--- src/rtl/pipeline_pkg.sv ---
// Shared decode definitions: opcode encodings, instruction field positions, FSM state type.
// Latency: n/a (declarations and a pure helper function only).
// Backpressure: n/a.
package pipeline_pkg;

    localparam int DATA_W = 16;
    localparam int OPC_W  = 5;
    localparam int REG_W  = 3;
    localparam int FUNC_W = 5;

    // Field bit positions within a 16-bit instruction word
    localparam int OPC_MSB  = 15;
    localparam int OPC_LSB  = 11;
    localparam int SRC_MSB  = 10;
    localparam int SRC_LSB  = 8;
    localparam int DST_MSB  = 7;
    localparam int DST_LSB  = 5;
    localparam int FUNC_MSB = 4;
    localparam int FUNC_LSB = 0;

    localparam logic [OPC_W-1:0] OPC_NOP = 5'd0;
    localparam logic [OPC_W-1:0] OPC_INT = 5'd8;
    localparam logic [OPC_W-1:0] OPC_POP = 5'd9;
    localparam logic [OPC_W-1:0] OPC_LDD = 5'd10;
    localparam logic [OPC_W-1:0] OPC_LDM = 5'd12;
    localparam logic [OPC_W-1:0] OPC_SHL = 5'd13;
    localparam logic [OPC_W-1:0] OPC_SHR = 5'd14;

    typedef enum logic {
        S_IDLE     = 1'b0,
        S_WAIT_IMM = 1'b1
    } dec_state_e;

    // Opcodes whose immediate arrives as the following fetched word
    function automatic logic is_two_word(input logic [OPC_W-1:0] opc);
        return (opc == OPC_LDM) || (opc == OPC_SHL) || (opc == OPC_SHR);
    endfunction

endpackage

--- src/rtl/inst_field_extract.sv ---
// Splits an instruction word into opcode / src / dst / func fields.
// Latency: purely combinational, zero cycles.
// Backpressure: none; no state.
//   word_i     : instruction word
//   opcode_o   : word[15:11]   src_reg_o : word[10:8]
//   dst_reg_o  : word[7:5]     func_o    : word[4:0]
module inst_field_extract
    import pipeline_pkg::*;
(
    input  logic [DATA_W-1:0] word_i,
    output logic [OPC_W-1:0]  opcode_o,
    output logic [REG_W-1:0]  src_reg_o,
    output logic [REG_W-1:0]  dst_reg_o,
    output logic [FUNC_W-1:0] func_o
);

    assign opcode_o  = word_i[OPC_MSB:OPC_LSB];
    assign src_reg_o = word_i[SRC_MSB:SRC_LSB];
    assign dst_reg_o = word_i[DST_MSB:DST_LSB];
    assign func_o    = word_i[FUNC_MSB:FUNC_LSB];

endmodule

--- src/rtl/decode_stage.sv ---
// IF/ID decode stage: registers fetched words, splits fields, merges opcode+immediate pairs.
// Latency: one cycle for one-word ops; two-word ops are valid on the edge accepting the immediate.
// Backpressure: stall freezes all state and outputs (input not consumed); flush kills the op.
//   clk, rst          : clock, synchronous active-high reset
//   inst_in/_valid    : fetched word (0 = bubble) and its qualifier
//   stall, flush      : hold / kill requests from hazard and branch logic
//   opcode..imm       : registered decoded fields; dec_valid qualifies them
//   imm_pending       : first word of a two-word op is held, immediate awaited
module decode_stage
    import pipeline_pkg::*;
(
    input  logic              clk,
    input  logic              rst,
    input  logic [DATA_W-1:0] inst_in,
    input  logic              inst_valid,
    input  logic              stall,
    input  logic              flush,
    output logic [OPC_W-1:0]  opcode,
    output logic [REG_W-1:0]  src_reg,
    output logic [REG_W-1:0]  dst_reg,
    output logic [FUNC_W-1:0] func,
    output logic [DATA_W-1:0] imm,
    output logic              dec_valid,
    output logic              imm_pending
);

    dec_state_e        state_q, state_d;
    logic [DATA_W-1:0] hold_q, hold_d;
    logic [OPC_W-1:0]  opcode_q, opcode_d;
    logic [REG_W-1:0]  src_q, src_d;
    logic [REG_W-1:0]  dst_q, dst_d;
    logic [FUNC_W-1:0] func_q, func_d;
    logic [DATA_W-1:0] imm_q, imm_d;
    logic              dec_valid_q, dec_valid_d;
    logic              imm_pending_q, imm_pending_d;

    // Field views of the incoming word and of the held first word
    logic [OPC_W-1:0]  in_opc, hd_opc;
    logic [REG_W-1:0]  in_src, hd_src;
    logic [REG_W-1:0]  in_dst, hd_dst;
    logic [FUNC_W-1:0] in_func, hd_func;

    inst_field_extract u_in_fields (
        .word_i    (inst_in),
        .opcode_o  (in_opc),
        .src_reg_o (in_src),
        .dst_reg_o (in_dst),
        .func_o    (in_func)
    );

    inst_field_extract u_hold_fields (
        .word_i    (hold_q),
        .opcode_o  (hd_opc),
        .src_reg_o (hd_src),
        .dst_reg_o (hd_dst),
        .func_o    (hd_func)
    );

    always_ff @(posedge clk) begin
        if (rst) begin
            state_q       <= S_IDLE;
            hold_q        <= '0;
            opcode_q      <= '0;
            src_q         <= '0;
            dst_q         <= '0;
            func_q        <= '0;
            imm_q         <= '0;
            dec_valid_q   <= 1'b0;
            imm_pending_q <= 1'b0;
        end else begin
            state_q       <= state_d;
            hold_q        <= hold_d;
            opcode_q      <= opcode_d;
            src_q         <= src_d;
            dst_q         <= dst_d;
            func_q        <= func_d;
            imm_q         <= imm_d;
            dec_valid_q   <= dec_valid_d;
            imm_pending_q <= imm_pending_d;
        end
    end

    always_comb begin
        state_d     = state_q;
        hold_d      = hold_q;
        opcode_d    = opcode_q;
        src_d       = src_q;
        dst_d       = dst_q;
        func_d      = func_q;
        imm_d       = imm_q;
        dec_valid_d = dec_valid_q;

        if (flush) begin
            // Flush wins over stall; decoded fields are left as-is, only validity is killed
            state_d     = S_IDLE;
            hold_d      = '0;
            dec_valid_d = 1'b0;
        end else if (!stall) begin
            unique case (state_q)
                S_IDLE: begin
                    dec_valid_d = 1'b0;
                    if (inst_valid && (inst_in != '0)) begin
                        if (is_two_word(in_opc)) begin
                            hold_d  = inst_in;
                            state_d = S_WAIT_IMM;
                        end else begin
                            opcode_d    = in_opc;
                            src_d       = in_src;
                            dst_d       = in_dst;
                            func_d      = in_func;
                            imm_d       = '0;
                            dec_valid_d = 1'b1;
                        end
                    end
                end
                S_WAIT_IMM: begin
                    dec_valid_d = 1'b0;
                    // The immediate may legitimately be zero, so no bubble test here
                    if (inst_valid) begin
                        opcode_d    = hd_opc;
                        src_d       = hd_src;
                        dst_d       = hd_dst;
                        func_d      = hd_func;
                        imm_d       = inst_in;
                        dec_valid_d = 1'b1;
                        hold_d      = '0;
                        state_d     = S_IDLE;
                    end
                end
                default: state_d = S_IDLE;
            endcase
        end

        imm_pending_d = (state_d == S_WAIT_IMM);
    end

    assign opcode      = opcode_q;
    assign src_reg     = src_q;
    assign dst_reg     = dst_q;
    assign func        = func_q;
    assign imm         = imm_q;
    assign dec_valid   = dec_valid_q;
    assign imm_pending = imm_pending_q;

endmodule

--- config.mk ---
export PLATFORM = sky130hd
export DESIGN_NAME = decode_stage
export DESIGN_NICKNAME = d
export VERILOG_FILES = /design/src/rtl/pipeline_pkg.sv /design/src/rtl/inst_field_extract.sv /design/src/rtl/decode_stage.sv
export SDC_FILE = /design/constraint.sdc
export NUM_CORES = 1
export LEC_CHECK = 0
export ABC_AREA = 1
export BUFFER_PORTS_ARGS = -buffer_cell sky130_fd_sc_hd__buf_2
export CORE_UTILIZATION = 50
export DETAILED_ROUTE_END_ITERATION = 16
export GPL_ROUTABILITY_DRIVEN = 0
export GPL_TIMING_DRIVEN = 0
export MAX_ROUTING_LAYER = met4
export PLACE_DENSITY = 0.74
export SKIP_LAST_GASP = 1
export SLEW_MARGIN = 30
export SYNTH_ARGS = -nofsm -noshare
export SYNTH_HDL_FRONTEND = slang
export SYNTH_HIERARCHICAL = 1
export SYNTH_SLANG_ARGS = --single-unit
--- constraint.sdc ---
create_clock -name clk -period 1.7 [get_ports clk]
set_clock_uncertainty 0.2 [all_clocks]
set_input_delay 0.085 -clock clk [delete_from_list [all_inputs] [get_ports clk]]
set_output_delay 0.085 -clock clk [all_outputs]
set_load 0.02 [all_outputs]
==> results of run 1 <==
==> through the flow <==
step           cell area [sq um]  setup WS [ns]  setup TNS (ns)  hold WS, ns  power [mW]
2_1_floorplan               2634        0.01776               0      0.02545       1.547
3_3_place_gp                2992        0.01687               0       0.1465       1.673
3_5_place_dp                2992        0.01805               0       0.1569       1.680
4_1_cts                     3299      -0.003760       -0.003760     0.001672       2.451
5_1_grt                     3371       -0.02413         -0.1457      0.05133       2.571
6_report                    3371        0.03474               0      0.01637       2.444
==> cell families after synthesis <==
logic type / share of synthesized area (%)
AO/OA/AOI/OAI: 3.088
flip-flops: 38.00
AND/OR/NAND/NOR: 37.39
multiplexers: 6.081
buffers and inverters: 15.44
==> cells in the mapped netlist <==
library cell / instances
nor2_1: 102
nand2_1: 101
dfxtp_1: 50
buf_4: 36
nand3_1: 31
mux2i_1: 16
buf_2: 8
a21oi_1: 7
inv_1: 7
clkbuf_1: 6
o21bai_1: 4
buf_6: 3
nor2_2: 3
inv_2: 2
nand3_2: 2
a21oi_2: 1
inv_4: 1
nand2_4: 1
nand4_1: 1
nor2_4: 1
o21a_1: 1
==> layer usage <==
metal / wire, um / share of wire [%] / track usage (%) / up-vias
met5: 0 / 0 / - / -
met4: 116 / 1.7 / 7.966 / 0
met3: 409 / 6.2 / 4.201 / 7
met2: 3030 / 46 / 42.44 / 91
met1: 3093 / 47 / 34.97 / 1142
li1: - / - / - / 1338
==> where the power goes <==
group / switching [mW] / leakage (nW) / internal, mW
combinational: 0.275 / 1.17 / 0.202
sequential: 0.0206 / 0.407 / 1.21
clock: 0.404 / 0.0472 / 0.328
==> final timing paths <==
| kind | cells past startpoint | to | slack (ns) | from |
|---|---|---|---|---|
| worst max-delay path | 6 | hold_q[2] | 0.03 | rst |
| worst min-delay path | 5 | imm[5] | 0.02 | inst_in[5] |
| worst max register to register | 9 | imm[5] | 0.06 | imm_pending |
| worst min register to register | 2 | opcode[4] | 0.28 | opcode[4] |
==> area by class of cell <==
cell class              count  share of cell area [%]
multi-input cells         271                   37.12
flip-flops and latches     50                   29.73
repair buffers             78                   14.85
plain buffers              53                   11.54
well taps                  70                   2.598
clock buffers               6                   2.450
inverters                  10                   1.336
clock inverters             2                  0.3712
==> layout by cell type (no fill, tap or decap), types with 4 or more instances in the layout <==
| master | instances |
|---|---|
| nor2_1 | 102 |
| nand2_1 | 99 |
| buf_2 | 62 |
| dfxtp_1 | 49 |
| buf_4 | 34 |
| nand3_1 | 31 |
| dlygate4sd3_1 | 21 |
| mux2i_1 | 16 |
| inv_1 | 7 |
| a21oi_1 | 7 |
| buf_6 | 6 |
| clkbuf_8 | 6 |
| clkbuf_1 | 5 |
| o21bai_1 | 4 |
==> timing repair <==
action | in CTS | in global routing
pin swaps | 0 | 3
buffers inserted | 0 | 2
hold buffers | 21 | 0
gates resized for setup | 1 | 15
endpoints found under the setup margin | 2 | 48
cloned | 0 | 1
hold endpoints to repair | 32 | 0
==> critical path, stage by stage <==
cell	delay [ns]
dlygate4sd3_1	0.53
buf_2	0.13
nor2_1	0.18
dlygate4sd3_1	0.63
nand2_1	0.08
nor2_1	0.08
==> results.md, run 1 <==
- Status: finished clean
- Slew at the pin with the worst max-slew slack: 0.5399 ns
- Cell Area, Synth: 0.002634 sq mm
- Clk slew on worst S/H paths: 0.09 ns
- Detailed-route DRC error count: 0
- Top post-synthesis cells by area: dfxtp_1 (38%), nor2_1 (15%), nand2_1 (14%), buf_4 (10%), mux2i_1 (6.1%)
- Final Util: 66.42%
- Ports: 55
- Fillcell total: 479
- Pwr per Cell Area: 725.1 mW/mm^2
- Synth warn: 6
- Drt total wl: 6649 um
- Via density: 4.774
- Routed len/inst: 12.31 um
- Slew headroom: 64.01%
- Synth Net Count: 405
- Peak supply drop: 418.3 uV
- Post-DP HPWL: 4565 um
- Row cnt: 26
- Layout cell share with drive strength beyond 1: 27.02%
- Distinct cells, synth: 21
- Total of max-cap violations: 0
- Initial Utilization: 51.90%
- Crit end category: flip-flop
- Yosys reg bits: 50
- Port bufs: 54
- TritonCTS clock tree: done
- Crit path launch type: input pin
- Sequential cell area: 0.001002 sq mm
- Leakage power: 1.625 nW
- Multi-input logic area: 0.001251 sq mm
- Die Footprint: 0.005561 sq mm
- Synth area leader: dfxtp_1
- Initial antenna violation count: 0
- H-tree depth: 2
- Fin. Hold Viols: 0
- CTS root buffer: clkbuf_8
- Post-route minimum period: 1.665 ns
- Core Area: 0.005075 sq mm
- Nets: 490
- Die width: 74.58 um
- DRT iter0 DRCs: 126
- CP arrival: 1.72 ns
- Worst-skew pair later-pin latency: 0.31 ns
- CTS Sinks: 50
- Ant. Diodes: 0
- Clock Tree Buf Depth: 2
- Yosys top cell area share: 38.00%
- Fin cells: 540
- Die height: 74.58 um
- Syn avg cell area: 6.859 sq um
- CP Max Fanout: 3
- Inserted Clock Buffers: 5
- Final period util: 97.96%
- Slew Limit Fails: 0
- First-pass iteration count of the detailed router: 5
- Vias in the first global route: 2243
- GRT Util Overall: 26.73%
- Share of synthesized area occupied by flip-flops and latches: 38.00%
- Global route overflow: 0
- Critical path type: in2reg
- Cells after synthesis: 384
- Required @ worst endpoint: 1.75 ns
- Largest net degree at the start of global routing: 16
- # setup viols final: 0
- Syn-to-layout area delta: 27.98%
- First-pass GRT wire length: 10780 um
- Hold crit path type: in2reg
- Fmax: 0.6005 GHz
- Placed cell count: 508
- Vias: 2578
- RSZ-0062 raised after global routing: true
- DRT antenna net count: 0
Power figures use the tool's default switching activity.
==> inputs of run 2 (changes only) <==
--- a/config.mk
+++ b/config.mk
@@ -7,6 +7,7 @@
 export LEC_CHECK = 0
 export ABC_AREA = 1
 export BUFFER_PORTS_ARGS = -buffer_cell sky130_fd_sc_hd__buf_2
+export CORE_ASPECT_RATIO = 1.75
 export CORE_UTILIZATION = 50
 export DETAILED_ROUTE_END_ITERATION = 16
 export GPL_ROUTABILITY_DRIVEN = 0
==> results.md, run 2 (synthesis results as in run 1) <==
- Status: finished with violations
- Failing checks: DRC
- Initial Utilization: 52.47% (+0.57 points)
- CTS root buffer: clkbuf_8
- Row cnt: 34 (+31%)
- Global route overflow: 0 (unchanged)
- CP Max Fanout: 6 (+3)
- CP Cell Sequence: buf_6 > inv_4 > nand3_4 > nand2_4 > nor2_4 > inv_2 > nor2_4 > buf_4 > nor2_1 > nor2_1
- First-pass GRT wire length: 10770 um (about the same)
- Most frequent cells in the layout: nand2_1 (99), nor2_1 (96), buf_2 (61), dfxtp_1 (49), buf_4 (38)
- Die Footprint: 0.005573 sq mm (+0.21%)
- Fin cells: 529 (-2.0%)
- Fillcell total: 430 (-10%)
- TritonCTS clock tree: done
- Hold crit path type: in2reg
- Worst-skew pair later-pin latency: 0.31 ns (about the same)
- Detailed-route DRC error count: 2 (+2)
- Fmax: 0.6110 GHz (+1.8%)
- Die height: 98.01 um (+31%)
- Port bufs: 54 (unchanged)
- # setup viols final: 0 (unchanged)
- Leakage power: 1.684 nW (+3.6%)
- First-pass iteration count of the detailed router: 10 (+5)
- Required @ worst endpoint: 1.75 ns (about the same)
- RSZ-0062 raised after global routing: true
- Syn-to-layout area delta: 31.45%
- Die width: 56.87 um (-24%)
- Peak supply drop: 434.5 uV (+3.9%)
- Via density: 4.907 (+2.8%)
- Delay of the slowest cell on the worst path: 0.34 ns (-0.29 ns)
- Critical path type: reg2reg
- Ports: 55 (unchanged)
- Slew at the pin with the worst max-slew slack: 0.4761 ns (-0.06374 ns)
- Setup TNS: 0 ns (unchanged)
- Inserted Clock Buffers: 5 (unchanged)
- Clk slew on worst S/H paths: 0.09 ns (about the same)
- Post-DP HPWL: 4501 um (-1.4%)
- CP arrival: 1.69 ns (-0.03 ns)
- Clock Tree Buf Depth: 2 (unchanged)
- Crit end category: flip-flop
- GRT Util Overall: 25.69% (-1.0 points)
- Placed cell count: 492 (-3.1%)
- DRT antenna net count: 0 (unchanged)
- Routed len/inst: 13.06 um (+6.1%)
- Layout cell share with drive strength beyond 1: 29.26% (+2.2 points)
- Critical Path Slowest Stage Cell: dfxtp_2
- Vias in the first global route: 2358 (+5.1%)
- Vias: 2596 (+0.70%)
- Final period util: 96.27% (-1.7 points)
- Nets: 495 (+1.0%)
- Commonest non-fill, non-tap cell in the layout: nand2_1
- Core Area: 0.005020 sq mm (-1.1%)
- Initial antenna violation count: 0 (unchanged)
- Largest net degree at the start of global routing: 16 (unchanged)
- Slew headroom: 68.26% (+4.2 points)
- DRT iter0 DRCs: 93 (-26%)
- Crit path launch type: flip-flop
- Ant. Diodes: 0 (unchanged)
- H-tree depth: 2 (unchanged)
- Total of max-cap violations: 0 (unchanged)
- CTS Sinks: 50 (unchanged)
- Post-route minimum period: 1.637 ns (-0.02866 ns)
- Fin. Hold Viols: 0 (unchanged)
- Pwr per Cell Area: 796.0 mW/mm^2 (+9.8%)
- Drt total wl: 6910 um (+3.9%)
- Slew Limit Fails: 0 (unchanged)
[run 2: layer usage]
metal  vias to the layer above  track usage [%]  wire length [um]
met3                        16            3.179               280
met4                         0            12.95               225
met1                      1148            26.23              2646
met5                         -                -                 0
met2                        86            46.89              3757
li1                       1346                -                 -
[run 2: layout make-up]
cell class / instances / area, sq um / share of cell area (%)
flip-flops and latches: 50 / 1002 / 28.95
clock inverters: 2 / 60.06 / 1.735
multi-input cells: 271 / 1271 / 36.72
clock buffers: 6 / 82.58 / 2.385
plain buffers: 53 / 385.4 / 11.13
repair buffers: 83 / 548.0 / 15.83
inverters: 10 / 45.04 / 1.301
well taps: 54 / 67.56 / 1.952
[run 2: report_power, final]
group          total, mW  internal [mW]  switching [mW]
clock network       1.03          0.627           0.401
logic              0.493          0.210           0.282
registers           1.23           1.21          0.0201
total               2.76           2.05           0.704
[run 2: critical path: cells and delay by family, from the launching register on]
family,cells,cell delay [ns]
simple gates,6,0.63
buf+inv,4,0.39
flops,1,0.34
[run 2: what timing repair did]
action | in CTS | in global routing
setup endpoints to repair | 3 | 47
hold buffers | 21 | 0
resized for setup | 1 | 27
endpoints found under the hold margin | 32 | 0
pin swaps | 0 | 20
gates cloned | 0 | 3
setup buffers | 0 | 5
[run 2: final timing paths]
kind	from	to	slack (ns)	depth (start not counted)
worst max-delay path	imm_pending	func[0]	0.06	10
worst min-delay path	inst_in[2]	imm[2]	0.008	5
worst max register to register	imm_pending	func[0]	0.06	10
worst min register to register	func[1]	func[1]	0.27	2
[run 2: stage by stage]
| stage | total power [mW] | utilization [%] | cell area [sq um] | setup slack (ns) | hold slack [ns] |
|---|---|---|---|---|---|
| after floorplan | 1.547 | - | 2634 | 0.01776 | 0.02545 |
| after global placement | 1.671 | 59.20 | 2972 | 0.03517 | 0.1429 |
| after detailed placement | 1.678 | 59.20 | 2972 | 0.02300 | 0.1613 |
| after CTS | 2.734 | 66.28 | 3327 | 0.01604 | 0.01009 |
| after global routing | 2.867 | 68.97 | 3462 | -0.06321 | 0.03506 |
| final | 2.756 | 68.97 | 3462 | 0.06340 | 0.007886 |
